<file path="src/rtl/adc_pkg.sv">
// rtl/adc_pkg.sv - shared state and output-mode types for the SAR ADC controller
package adc_pkg;

  // Conversion sequencer states
  typedef enum logic [1:0] {
    IDLE    = 2'd0,
    SETTLE  = 2'd1,
    COMPARE = 2'd2,
    DONE    = 2'd3
  } sar_state_t;

  // DAC path selection, shared with output_mode_fsm; bit order matches {r2r_enable, pwm_enable}
  typedef enum logic [1:0] {
    OFF_MODE = 2'b00,
    PWM_MODE = 2'b01,
    R2R_MODE = 2'b10
  } out_mode_t;

  // A mode is usable only when exactly one DAC path is enabled
  function automatic logic mode_is_valid(input logic [1:0] m);
    return (m == PWM_MODE) || (m == R2R_MODE);
  endfunction

endpackage

</file>
<file path="src/rtl/sync_2ff.sv">
// rtl/sync_2ff.sv - two-flop synchroniser for an asynchronous single-bit input
module sync_2ff (
  input  logic clk,
  input  logic reset,
  input  logic d,
  output logic q
);

  logic meta;

  // Two back-to-back flops give the first stage a full cycle to resolve metastability
  always_ff @(posedge clk) begin
    if (reset) begin
      meta <= 1'b0;
      q    <= 1'b0;
    end else begin
      meta <= d;
      q    <= meta;
    end
  end

endmodule

</file>
<file path="src/rtl/sar_adc_ctrl.sv">
// rtl/sar_adc_ctrl.sv - successive-approximation ADC controller driving the PWM or R2R DAC
module sar_adc_ctrl
  import adc_pkg::*;
#(
  parameter int W          = 8,
  parameter int R2R_SETTLE = 4,
  parameter int PWM_SETTLE = 16
) (
  input  logic         clk,
  input  logic         reset,
  input  logic         pwm_enable,
  input  logic         r2r_enable,
  input  logic         comp_in,
  output logic [W-1:0] dac_code,
  output logic         busy,
  output logic [W-1:0] result,
  output logic         result_valid,
  output logic [1:0]   result_mode
);

  localparam int MAX_S = (R2R_SETTLE > PWM_SETTLE) ? R2R_SETTLE : PWM_SETTLE;
  localparam int CNT_W = (MAX_S > 2) ? $clog2(MAX_S) : 1;
  localparam int IDX_W = (W > 1) ? $clog2(W) : 1;

  localparam logic [CNT_W-1:0] R2R_RELOAD = CNT_W'(R2R_SETTLE - 1);
  localparam logic [CNT_W-1:0] PWM_RELOAD = CNT_W'(PWM_SETTLE - 1);
  localparam logic [IDX_W-1:0] MSB_IDX    = IDX_W'(W - 1);
  localparam logic [W-1:0]     MSB_CODE   = W'(1) << (W - 1);

  sar_state_t       state_q, state_d;
  out_mode_t        mode_q, mode_d;
  out_mode_t        result_mode_q, result_mode_d;
  logic [CNT_W-1:0] reload_q, reload_d;
  logic [CNT_W-1:0] cnt_q, cnt_d;
  logic [IDX_W-1:0] idx_q, idx_d;
  logic [W-1:0]     dac_q, dac_d;
  logic [W-1:0]     result_q, result_d;
  logic             valid_q, valid_d;
  logic [1:0]       mode_in;
  logic             comp_sync;
  logic             abort;
  logic [W-1:0]     code;

  sync_2ff u_comp_sync (
    .clk   (clk),
    .reset (reset),
    .d     (comp_in),
    .q     (comp_sync)
  );

  assign mode_in      = {r2r_enable, pwm_enable};
  assign abort        = (mode_in != mode_q);
  assign dac_code     = dac_q;
  assign busy         = (state_q != IDLE);
  assign result       = result_q;
  assign result_valid = valid_q;
  assign result_mode  = result_mode_q;

  // State and datapath registers; everything clears to zero / IDLE on reset
  always_ff @(posedge clk) begin
    if (reset) begin
      state_q       <= IDLE;
      mode_q        <= OFF_MODE;
      result_mode_q <= OFF_MODE;
      reload_q      <= '0;
      cnt_q         <= '0;
      idx_q         <= '0;
      dac_q         <= '0;
      result_q      <= '0;
      valid_q       <= 1'b0;
    end else begin
      state_q       <= state_d;
      mode_q        <= mode_d;
      result_mode_q <= result_mode_d;
      reload_q      <= reload_d;
      cnt_q         <= cnt_d;
      idx_q         <= idx_d;
      dac_q         <= dac_d;
      result_q      <= result_d;
      valid_q       <= valid_d;
    end
  end

  // Sequencer: trial-bit walk from MSB to LSB, each code held for the latched settle time
  always_comb begin
    state_d       = state_q;
    mode_d        = mode_q;
    result_mode_d = result_mode_q;
    reload_d      = reload_q;
    cnt_d         = cnt_q;
    idx_d         = idx_q;
    dac_d         = dac_q;
    result_d      = result_q;
    valid_d       = 1'b0;
    code          = dac_q;

    case (state_q)
      IDLE: begin
        dac_d = '0;
        if (mode_is_valid(mode_in)) begin
          mode_d   = out_mode_t'(mode_in);
          reload_d = (mode_in == R2R_MODE) ? R2R_RELOAD : PWM_RELOAD;
          cnt_d    = (mode_in == R2R_MODE) ? R2R_RELOAD : PWM_RELOAD;
          idx_d    = MSB_IDX;
          dac_d    = MSB_CODE;
          state_d  = SETTLE;
        end
      end

      SETTLE: begin
        if (abort) begin
          dac_d   = '0;
          state_d = IDLE;
        end else if (cnt_q == '0) begin
          state_d = COMPARE;
        end else begin
          cnt_d = cnt_q - 1'b1;
        end
      end

      COMPARE: begin
        if (abort) begin
          dac_d   = '0;
          state_d = IDLE;
        end else begin
          // Comparator low means the trial code overshot Vin: drop this bit
          if (!comp_sync) begin
            code[idx_q] = 1'b0;
          end
          if (idx_q == '0) begin
            result_d      = code;
            result_mode_d = mode_q;
            valid_d       = 1'b1;
            state_d       = DONE;
          end else begin
            code[idx_q - 1'b1] = 1'b1;
            idx_d              = idx_q - 1'b1;
            cnt_d              = reload_q;
            state_d            = SETTLE;
          end
          dac_d = code;
        end
      end

      DONE: begin
        dac_d   = '0;
        state_d = IDLE;
      end

      default: begin
        dac_d   = '0;
        state_d = IDLE;
      end
    endcase
  end

endmodule

</file>
<file path="config.mk">
export PLATFORM = sky130hd
export DESIGN_NAME = sar_adc_ctrl
export DESIGN_NICKNAME = d
export VERILOG_FILES = /design/src/rtl/adc_pkg.sv /design/src/rtl/sync_2ff.sv /design/src/rtl/sar_adc_ctrl.sv
export SDC_FILE = /design/constraint.sdc
export NUM_CORES = 1
export LEC_CHECK = 0
export CAP_MARGIN = 20
export CELL_PAD_IN_SITES_DETAIL_PLACEMENT = 2
export CELL_PAD_IN_SITES_GLOBAL_PLACEMENT = 2
export CORE_MARGIN = 4
export CORE_UTILIZATION = 26
export DETAILED_ROUTE_END_ITERATION = 8
export PLACE_DENSITY = 0.68
export SYNTH_ARGS = -nofsm -noshare
export SYNTH_HDL_FRONTEND = slang
export SYNTH_SLANG_ARGS = --single-unit
</file>
<file path="constraint.sdc">
create_clock -name clk -period 2.05 [get_ports clk]
set_input_delay 0.41 -clock clk [delete_from_list [all_inputs] [get_ports clk]]
set_output_delay 0.41 -clock clk [all_outputs]
set_load 0.005 [all_outputs]
</file>
**Word-level counts from Yosys, hierarchy flattened**

Index checks and enable logic that the tools add are counted.

- Register bits: 36
- Bits of input ports: 5
- Output and inout port bits: 20
- Logic and storage cells: 80

- Add/sub/neg operators: 2
- Order comparisons: 4
- Equality and inequality tests: 13
- Multiplexer cells: 30
- Bitwise operators: 5
- Reduce and logical (&&, ||, !) cells: 15

Operator list:

| operator | count |
|---|---|
| 2-to-1 mux 8 bit | 7 |
| case mux 8 bit (4 select lines) | 1 |
| 2-to-1 mux 4 bit | 6 |
| != test 2 bit, second input constant | 6 |
| case mux 4 bit (3 select lines) | 1 |
| 2-to-1 mux 2 bit | 5 |
| 2-to-1 mux 3 bit | 3 |
| bitwise AND 8 bit | 1 |
| less-than comparator 3 x 4 -> 1 bit, second input constant | 2 |
| NOT 8 bit | 1 |
| bitwise OR 8 bit | 1 |
| case mux 2 bit (4 select lines) | 1 |
| demux 1 bit (select 3 bit) | 2 |
| == test 2 bit, second input constant | 3 |
| >= comparator 3 x 1 -> 1 bit, second input constant | 2 |
| case mux 3 bit (2 select lines) | 1 |
| AND reduction 6 bit | 1 |
| == test 2 x 1 -> 1 bit, second input constant | 2 |
| logical NOT 4 bit | 1 |
| AND reduction 2 bit | 2 |
| AND reduction 4 bit | 1 |
| nonzero test 2 bit | 2 |
| subtractor 4 x 1 -> 4 bit, second input constant | 1 |
| logical NOT 3 bit | 1 |
| 11 further kinds | 15 |

**Longest topological paths before layout**

Gate-level depths: netlist of the first run.

- Depth in word-level cells: 13
- Mapped depth: 8
- Depth with buffers taken out: 6

**By module**

From an unflattened synthesis of the first run, not the netlist that was laid out.

- Cell total of the unflattened synthesis: 208
- Area, all modules: 1799.2 um^2

Modules (own cells, without submodules):

| module | instances | cells an instance | area an instance (um^2) | sequential area each (um^2) |
|---|---|---|---|---|
| sar_adc_ctrl | 1 | 204 | 1746.7 | 640.6 |
| sync_2ff | 1 | 4 | 52.6 | 40.0 |

**Worst setup path before layout of the first run**

OpenSTA, ideal clock, no wires.

- Path type: register to register
- Start: register idx_q[0]
- End: register dac_q[2] (netlist: dac_code[2])
- Setup time: 0.079 ns
- Arrival: 1.921 ns
- Data required time: 1.971 ns
- Setup slack: 0.051 ns
- Stages on the path, launching flop included: 8
- Buffers on the path: 1
- Clock period less this slack: 1.999 ns
- Path through: dfxtp_1 -> clkbuf_1 -> inv_1 -> ha_1 -> or3_1 -> a2111oi_4 -> nand2b_1 -> o211ai_1

- Cells in the longest elaborated chain, start to end: 13
- Elaborated cells on any way between the ends: 21
- Classes of those cells: 1 x add/sub; 4 x order compare; 10 x mux; 3 x bitwise; 3 x reduce/logical

RTL lines:

| element | RTL line | text |
|---|---|---|
| from (decl) | sar_adc_ctrl.sv:35 | `logic [IDX_W-1:0] idx_q, idx_d;` |
| from (signal assigned) | sar_adc_ctrl.sv:77 | `idx_q <= idx_d;` |
| less-than comparator 3 x 4 -> 1 bit (not written as such) or >= comparator 3 x 1 -> 1 bit (tied branches) | sar_adc_ctrl.sv:128 | `code[idx_q] = 1'b0;` |
| logical AND 1 bit (not written as such) | sar_adc_ctrl.sv:128 |  |
| 2-to-1 mux 1 bit (not written as such) | sar_adc_ctrl.sv:128 |  |
| demux 1 bit (select 3 bit) | sar_adc_ctrl.sv:128 |  |
| NOT 8 bit (no line) | -- |  |
| bitwise AND 8 bit (no line) | -- |  |
| 2-to-1 mux 8 bit | sar_adc_ctrl.sv:127 | `if (!comp_sync) begin` |
| 2-to-1 mux 8 bit | sar_adc_ctrl.sv:122 | `if (abort) begin` |
| 2-to-1 mux 8 bit | sar_adc_ctrl.sv:97 | `case (state_q)` |
| bitwise OR 8 bit (no line) | -- |  |
| 2-to-1 mux 8 bit * | sar_adc_ctrl.sv:130 | `if (idx_q == '0) begin` |
| 2-to-1 mux 8 bit * | sar_adc_ctrl.sv:122 |  |
| case mux 8 bit (4 select lines) * | sar_adc_ctrl.sv:97 |  |
| to (signal assigned) | sar_adc_ctrl.sv:68 | `dac_q <= '0;` |
| to (signal assigned) | sar_adc_ctrl.sv:78 | `dac_q <= dac_d;` |
| to (decl) | sar_adc_ctrl.sv:36 | `logic [W-1:0] dac_q, dac_d;` |

Every way passes the cells marked *; elsewhere a longest branch is shown, timed or not. The select of a mux whose other input is x is not followed.
A chain may end at the register's enable or synchronous reset.

**Worst setup path after layout of the first run**

- Start: register state_q[0]
- End: output busy

- Cells in the longest elaborated chain, start to end: 1

RTL lines:

| element | RTL line | text |
|---|---|---|
| from (decl) | sar_adc_ctrl.sv:30 | `sar_state_t state_q, state_d;` |
| from (signal assigned) | sar_adc_ctrl.sv:72 | `state_q <= state_d;` |
| nonzero test 2 bit | sar_adc_ctrl.sv:54 | `assign busy = (state_q != IDLE);` |
| to (decl) | sar_adc_ctrl.sv:15 | `output logic busy,` |

Every way passes these cells.

==> summary.md, run 1 <==
| Metric | Value |
|---|---|
| Final period utilization | `95.8%` |
| Hold WS | `0.439 ns` |
| Worst Tran Pin Value | `0.595 ns` |
| Synth Flop Type | `dfxtp_1` |
| Pre-Repair DR Iteration Count | `4` |
| Tot Pwr | `0.00227 W` |
| Reg2Reg Depth | `6` |
| Die Area | `8460 µm²` |
| Worst-path clk slew | `0.08 ns` |
| Dominant cell type by area after synthesis | `dfxtp_1` |
| Synth Area in Adders | `6.14%` |
| Vias in the first global route | `1922` |
| Initial Util | `26.8%` |
| Die width | `92.0 µm` |
| I/O pin cnt | `25` |
| Worst R2R End | `dac_code[2]` |
| Final Max Tran Viols | `0` |
| Final Skew | `0.00881 ns` |
| WP data arrival | `1.55 ns` |
| Avg Cell Area, Syn | `8.29 µm²` |
| Fin. Hold Viols | `0` |
| Final Net Count | `284` |
| Routed vias | `1813` |
| Hold path startpoint | `u_comp_sync.meta` |
| Share of power burned in combinational logic | `31.4%` |
| Count of input and output buffers | `24` |
| Maximum fanout along the worst path | `6` |
| Chip height | `92.0 µm` |
| First-pass GRT wire length | `10.4 mm` |
| Post-synth ARST share | `0%` |
| Layout cells sized above 1 | `19.9%` |
| Antenna cells | `0` |
| WHS Path Cells | `1` |
| Kind of critical path | `register to output port` |
| Multiplexer area fraction after synthesis | `2.18%` |
| Setup crit start kind | `register` |
| Clk pwr share | `34.3%` |
| Final setup viols | `0` |
| Reg2reg start | `state_q[0]` |
| # rows | `30` |
| Tmin final | `1.96 ns` |
| Most frequent cells after synthesis | `dfxtp_1 (34), nand2_1 (31), a21oi_1 (18)` |
| Post-synthesis sequential area ratio | `37.1%` |
| Placer Congestion | `0.734` |
| CTS tree | `done` |
| Post-synthesis net count | `235` |
| Synth Area in XOR/XNOR | `2.39%` |
| Synth cell types | `51` |
| Fmax | `509 MHz` |
| Routed Antenna Nets | `0` |
| Flop-to-flop setup slack | `0.09 ns` |
| Root Driver | `clkbuf_8` |
| Leakage power | `0.954 nW` |
| Synth Area in Compound Gates | `22.9%` |
| Most frequent cell after synthesis | `dfxtp_1` |
| Number of synthesized flops with an enable pin | `0` |
| Drt via density | `4.94` |
| Synth top area cells | `dfxtp_1 (37%), nand2_1 (6.3%), ha_1 (6.1%)` |
| Remaining DRCs | `0` |
| Core area | `6830 µm²` |
| Synth-to-layout area growth | `38.1%` |
| Post-Syn Area | `1830 µm²` |
| Drt wl/cell | `17.5 µm` |
| Gate Count Post-Synth | `221` |
| Final design utilization | `37.1%` |
| Outcome | `complete, no violations` |
| Peak supply drop | `0.000289 V` |
| Worst Path Required | `1.64 ns` |
| Maximum capacitance violations | `0` |
| Sw frac | `33.6%` |
| GRT overflow | `0` |
| Normalized max-slew margin | `60.2%` |
| Largest family of logic cells by synthesized area | `compound AO/OA/AOI/OAI gates` |
| CTS Buf Count | `5` |
| WHS Endpoint | `u_comp_sync.q` |
| Synth warnings | `0` |
| Initial antenna violation count | `0` |
| GRT Total Usage | `15.8%` |
| Clock network latency to the later pin of the worst-skew pair | `0.30 ns` |
| Sequential share of power | `34.3%` |
| Initial drt markers | `107` |
| # clock sinks | `34` |
| Simple-Gate Fraction of Synth Area | `22.8%` |
| P_int | `0.00151 W` |
| Longest Clk Path Bufs | `2` |
| #FFs+latches synth | `34` |
| Sw power | `0.000765 W` |
| Pin count of the biggest net entering global routing | `30` |
| Detailed Route WL | `6.43 mm` |
| DP Wirelength | `4.68 mm` |
| Critical Path End Type | `output port` |
| Worst Hold Class | `register to register` |
| Top-area cell type share of the netlist area | `37.1%` |
| H-tree levels | `2` |
| Pwr Density | `898 nW/µm²` |
metal layers:
layer / routed length (µm) / global-route usage (%) / vias up
li1: - / - / 878
met1: 3210 / 21.7 / 909
met2: 3020 / 25.7 / 20
met3: 120 / 2.79 / 6
met4: 72 / 4.08 / 0
met5: 0 / 0 / -
sequential cells by signal, summed over array words and instances, names as in the netlist:
name              flops
cnt_q                 4
dac_code              8
idx_q                 3
mode_q                2
reload_q              2
result                8
result_mode           2
result_valid          1
state_q               2
u_comp_sync.meta      1
u_comp_sync.q         1
area by class of cell:
type	count	area, µm²
clock buffers	5	68.8
clock inverters	3	68.8
fillers	798	4300
inverters	15	56.3
multi-input cells	160	1050
flip-flops and latches	34	683
well taps	96	120
repair buffers	54	480
repair_timing:
item	4_1_cts	5_1_grt
gates resized for setup	1	8
pin swaps	0	3
buffers inserted	0	1
setup endpoints to repair	1	6
hold buffers	0	0
per-stage QoR:
stage,instances,TNS (ns),setup WS (ns),area [µm²]
6_report,367,0,0.0866,2530
5_1_grt,367,-0.00595,-0.00379,2530
4_1_cts,366,0,0.0383,2500
3_5_place_dp,358,-3.38,-0.233,2360
3_3_place_gp,358,-1.62,-0.120,2360
2_1_floorplan,221,0,0.0505,1830
cells by family (layout without fill, tap and decap cells):
| kind of cell | count (synthesis) | count (layout) |
|---|---|---|
| simple gates | 84 | 84 |
| compound gates | 58 | 58 |
| flops | 34 | 34 |
| buf+inv | 27 | 77 |
| fa+ha+maj | 9 | 9 |
| xor+xnor | 5 | 5 |
| mux | 4 | 4 |
how the worst max path moves through the flow:
stage / start / endpoint / slack (ns)
after floorplan: idx_q[0] / dac_code[2] / 0.05
final: state_q[0] / busy / 0.09
after global routing: pwm_enable / cnt_q[3] / -0.004
after CTS: state_q[0] / busy / 0.04
after global placement: r2r_enable / cnt_q[3] / -0.12
after detailed placement: r2r_enable / cnt_q[1] / -0.23
worst max-delay path, cell delays in order (launching register included):
cell	delay (ns)
dfxtp_2	0.35
inv_1	0.08
ha_2	0.23
inv_1	0.10
clkdlybuf4s50_1	0.50
cell usage in the layout (no fill, tap or decap), types with 3 or more instances in the layout:
cell,n
buf_4,29
xnor2_1,3
clkbuf_8,5
ha_1,7
mux2i_1,4
inv_1,14
a21boi_0,3
a31oi_1,3
dfxtp_1,32
o21ai_0,3
nand3_1,12
o2111ai_1,3
nand2_1,31
nand2b_1,4
o211ai_1,3
nor2b_1,5
nor2_1,16
clkdlybuf4s50_1,23
a21oi_1,18
a311oi_1,4
power groups by stage:
stage | sequential (W) | clock [W] | combinational, W
floorplan | 0.000765 | 0 | 0.000430
global placement | 0.000789 | 0 | 0.000663
detailed placement | 0.000792 | 0 | 0.000686
CTS | 0.000778 | 0.000791 | 0.000700
global route | 0.000790 | 0.000823 | 0.000784
finish | 0.000780 | 0.000781 | 0.000714
No activity file was read; power rests on OpenSTA's default activity.
==> inputs of run 2 (changes only) <==
--- a/config.mk
+++ b/config.mk
@@ -5,7 +5,6 @@
 export SDC_FILE = /design/constraint.sdc
 export NUM_CORES = 1
 export LEC_CHECK = 0
-export CAP_MARGIN = 20
 export CELL_PAD_IN_SITES_DETAIL_PLACEMENT = 2
 export CELL_PAD_IN_SITES_GLOBAL_PLACEMENT = 2
 export CORE_MARGIN = 4
==> results of run 2 <==
The final DEF is identical to that of run 1; final timing and power are the same.
==> variant 1, RTL diff (flow settings as in run 1) <==
The parameter `PWM_SETTLE` goes from 16 to 8.
--- a/src/rtl/sar_adc_ctrl.sv
+++ b/src/rtl/sar_adc_ctrl.sv
@@ -4,7 +4,7 @@
 #(
   parameter int W          = 8,
   parameter int R2R_SETTLE = 4,
-  parameter int PWM_SETTLE = 16
+  parameter int PWM_SETTLE = 8
 ) (
   input  logic         clk,
   input  logic         reset,
Behaviour: no difference found for any inputs over 10 cycles, from zero or initial values and one cycle with reset high; that may be too few to reach the edited logic, so the function may still have changed.
==> variant 1 against run 1 <==
- first-iteration DRC count down 42%
- design area down 11%
- sequential cell count decreased by 1
- total power fell by 25%
- non-clock buffer count down 10
- setup slack better by 0.049 ns
- routed wire length is 20% lower
- area after synthesis decreased by 6.6%
==> variant 1: results (changes against run 1) <==
* Worst hold margin at 0.454 ns (+0.0148 ns)
* Filler cells at 742 (-7.0%)
* Post-route insts no fill at 330 (-10%)
* Placed Instances at 322 (-10%)
* Vias in the first global route at 1,759 (-8.5%)
* R2R setup slack at 0.28 ns (+0.19 ns)
* Critical R2R Capture: dac_code[0]
* Final Routed Wirelength at 5140 microns (-20%)
* Inverter count at 13 (-2)
* Leakage power at 0.809 nW (-15%)
* Wire length of the first global-routing pass at 8670 microns (-17%)
* Switching share of power at 0.341 (+0.00486)
* Worst reg2reg startpoint: state_q[1]
* Status: finished, final reports clean
* Clock buffers at 6 (+1)
* Initial drt markers at 62 (-42%)
* Ratio of cells with drive above 1 in the final layout at 0.158 (-0.0412)
* Synth area leaders: dfxtp_1 (39%), a21oi_1 (8.2%), ha_1 (6.6%)
* Post-Synth Adder-Cell Area at 0.0658 (+0.00436)
* Mux share of post-synthesis cell area at 0.00585 (-0.0160)
* Seq/Total Area, Yosys at 0.386 (+0.0146)
* Seq cells at 33 (-2.9%)
* CP Max Fanout at 8 (+2)
* Multi-input gates at 155 (-3.1%)
* Top cells by count, synth: dfxtp_1 (33), a21oi_1 (28), nand2_1 (28), nor2_1 (22), inv_1 (12)
* Final GP Congestion at 0.736 (+0.25%)
* Reg area at 661 sq um (-3.3%)
* Count of plain and timing-repair buffers at 44 (-19%)
* Routed vias/inst at 4.94 (about the same)
* Slew margin rel. at 0.714 (+0.111)
variant 1: changes by cell type in the layout (fill, tap and decap cells not counted), sizes merged, moves of 4 or more:
| cell | change |
|---|---|
| nand3 | -5 |
| buf | -10 |
| o21ai | +4 |
| a21oi | +10 |
| nor2 | +6 |
variant 1: through the flow:
stage | total power [mW] | setup slack [ns] | instance area (sq um)
2_1_floorplan | 1.05 | 0.306 | 1710
3_3_place_gp | 1.22 | -0.181 | 2140
3_5_place_dp | 1.23 | -0.246 | 2140
4_1_cts | 1.73 | 0.0274 | 2230
5_1_grt | 1.84 | 0.0139 | 2240
6_report | 1.72 | 0.135 | 2240
variant 1: timing repair:
| item | CTS | global route |
|---|---|---|
| gates resized for setup | 1 | 2 |
| gates cloned | 0 | 0 |
| endpoints found under the hold margin | 0 | 0 |
| setup endpoints to repair | 1 | 4 |
variant 1: worst max path at each step:
stage | depth (start not counted) | start | to | slack (ns)
4_1_cts | 8 | pwm_enable | cnt_q[2] | 0.03
5_1_grt | 8 | pwm_enable | cnt_q[2] | 0.01
2_1_floorplan | 7 | state_q[1] | dac_code[0] | 0.31
6_report | 4 | state_q[0] | busy | 0.14
3_3_place_gp | 8 | pwm_enable | cnt_q[2] | -0.18
3_5_place_dp | 8 | pwm_enable | cnt_q[2] | -0.25
variant 1: metal layers:
layer | part of all wire | vias to the layer above | global-route usage | routed length (microns)
li1 | - | 816 | - | -
met1 | 0.49 | 788 | 0.193 | 2530
met2 | 0.47 | 22 | 0.230 | 2400
met3 | 0.029 | 4 | 0.0304 | 147
met4 | 0.011 | 0 | 0.0365 | 57
met5 | 0 | - | 0 | 0
variant 1: worst max-delay path: stages, from the launching register on:
cell	delay, ns
dfxtp_1	0.34
inv_1	0.12
ha_4	0.22
inv_1	0.05
clkdlybuf4s50_1	0.48
==> variant 2, RTL diff (flow settings as in run 1) <==
Made on the original files. Remove the register `valid_q`: a continuous assignment takes its place, so the output `result_valid` follows one clock earlier.
--- a/src/rtl/sar_adc_ctrl.sv
+++ b/src/rtl/sar_adc_ctrl.sv
@@ -67,7 +67,6 @@
       idx_q         <= '0;
       dac_q         <= '0;
       result_q      <= '0;
-      valid_q       <= 1'b0;
     end else begin
       state_q       <= state_d;
       mode_q        <= mode_d;
@@ -77,9 +76,10 @@
       idx_q         <= idx_d;
       dac_q         <= dac_d;
       result_q      <= result_d;
-      valid_q       <= valid_d;
     end
   end
+
+  assign valid_q = valid_d;
 
   // Sequencer: trial-bit walk from MSB to LSB, each code held for the latched settle time
   always_comb begin
Behaviour: same outputs for any inputs over 10 cycles, from zero or initial values and one cycle with reset high; that may be too few to reach the edited logic, so the function may still have changed.
==> variant 2 against run 1 <==
- sequential share of layout area shrank 1.1 points
- setup slack lost 0.015 ns
- count of clock-buffer cells in the layout is the same
- total power shrank 5.9%
- design area grew 1.0%
- routed wire length shrank 2.7%
- core utilization is essentially flat
- fmax shrank 0.78%
- cell count shrank 1.4%
- sequential cell count shrank 1
- area after synthesis grew 2.3%
- non-clock buffer count shrank 1
- critical path type unchanged
- highest routed layer unchanged
==> variant 2: results (changes against run 1) <==
* Status: finished, final reports clean
* Post-Synth XOR/XNOR Area at 0.0434 (+0.0195)
* Htree depth at 2 (unchanged)
* Top cells by count, synth: dfxtp_1 (33), nand2_1 (25), a21oi_1 (23), inv_1 (16), nor2_1 (14)
* Gr usage total at 0.156 (-0.00248)
* Largest net degree at the start of global routing at 18 (-40%)
* Leakage power at 0.971 nW (+1.8%)
* Post-place instance area at 2410 sq um (+1.9%)
* Mux share of post-synthesis cell area at 0.0447 (+0.0229)
* Synthesized Nets at 228 (-3.0%)
* Final GP Congestion at 0.828 (+13%)
* Post-Synth Adder-Cell Area at 0.0667 (+0.00528)
* Max VDD drop at 307 uV (+6.0%)
* Final-stage net count at 280 (-1.4%)
* Dpl hpwl at 4790 microns (+2.3%)
* Wire length of the first global-routing pass at 10,500 microns (+0.73%)
* Crit path DAT at 1.57 ns (+0.02 ns)
* Compound-Gate Fraction of Synth Area at 0.245 (+0.0155)
* Clock insertion delay at the later pin of the skew report at 0.29 ns
* Initial drt markers at 61 (-43%)
* Synth area leaders: dfxtp_1 (35%), ha_1 (6.7%), a21oi_1 (6.1%)
* Seq/Total Area, Yosys at 0.352 (-0.0191)
* Ratio of cells with drive above 1 in the final layout at 0.241 (+0.0413)
* Final Routed Wirelength at 6250 microns (-2.7%)
* Vias in the first global route at 1,939 (+0.88%)
* Worst-Margin Slew at 0.471 ns (-0.124 ns)
## variant 2: cell count changes after synthesis, sizes merged, moves of 4 or more
cell | before | now
nand3 | 12 | 6
a21oi | 18 | 23
nand2 | 31 | 25
a22oi | 1 | 5
o21ai | 5 | 9
## variant 2: final timing paths
check,startpoint,to,slack (ns),depth (start not counted)
worst min register to register,result[4],result[4],0.46,2
worst max register to register,cnt_q[0],cnt_q[1],0.14,5
worst max-delay path,state_q[0],busy,0.07,4
worst min-delay path,result[4],result[4],0.46,2
## variant 2: layout make-up
class                           count  area, sq um
Clock buffer                        5         68.8
Fill cell                         806         4350
Sequential cell                    33          662
Clock inverter                      3         17.5
Inverter                           17         63.8
Timing Repair Buffer               53          458
Tap cell                           96          120
Multi-Input combinational cell    155         1170
## variant 2: metal layers
| metal | global-route usage | up-vias | part of all wire |
|---|---|---|---|
| met4 | 0.0403 | 0 | 0.011 |
| li1 | - | 863 | - |
| met5 | 0 | - | 0 |
| met1 | 0.211 | 864 | 0.49 |
| met2 | 0.255 | 24 | 0.47 |
| met3 | 0.0268 | 6 | 0.027 |
## variant 2: cells by family (layout without fill, tap and decap cells)
kind of cell | after synthesis | in the layout
AO/OA/AOI/OAI | 65 | 65
XOR/XNOR | 5 | 5
adder cells (fa/ha/maj) | 10 | 10
buffers and inverters | 25 | 78
flip-flops | 33 | 33
multiplexers | 8 | 8
AND/OR/NAND/NOR | 67 | 67
## variant 2: critical path: stages (launching register included)
cell,delay (ns)
dfxtp_1,0.36
inv_1,0.12
ha_4,0.20
inv_2,0.10
clkdlybuf4s50_1,0.50
## variant 2: power breakdown
| group | switching (mW) | leakage [nW] | internal, mW |
|---|---|---|---|
| registers | 0.0561 | 0.270 | 0.703 |
| logic | 0.475 | 0.657 | 0.396 |
| clock network | 0.274 | 0.0439 | 0.235 |
| total | 0.804 | 0.971 | 1.33 |
## variant 2: stage by stage
stage               cells  power (mW)
detailed placement    354        1.59
global placement      354        1.55
floorplan             213        1.26
global route          362        2.29
CTS                   362        2.13
finish                362        2.14
## variant 2: repair_timing
item	in CTS	in global routing
gates resized for setup	13	9
endpoints found under the setup margin	7	8
pin swaps	3	4
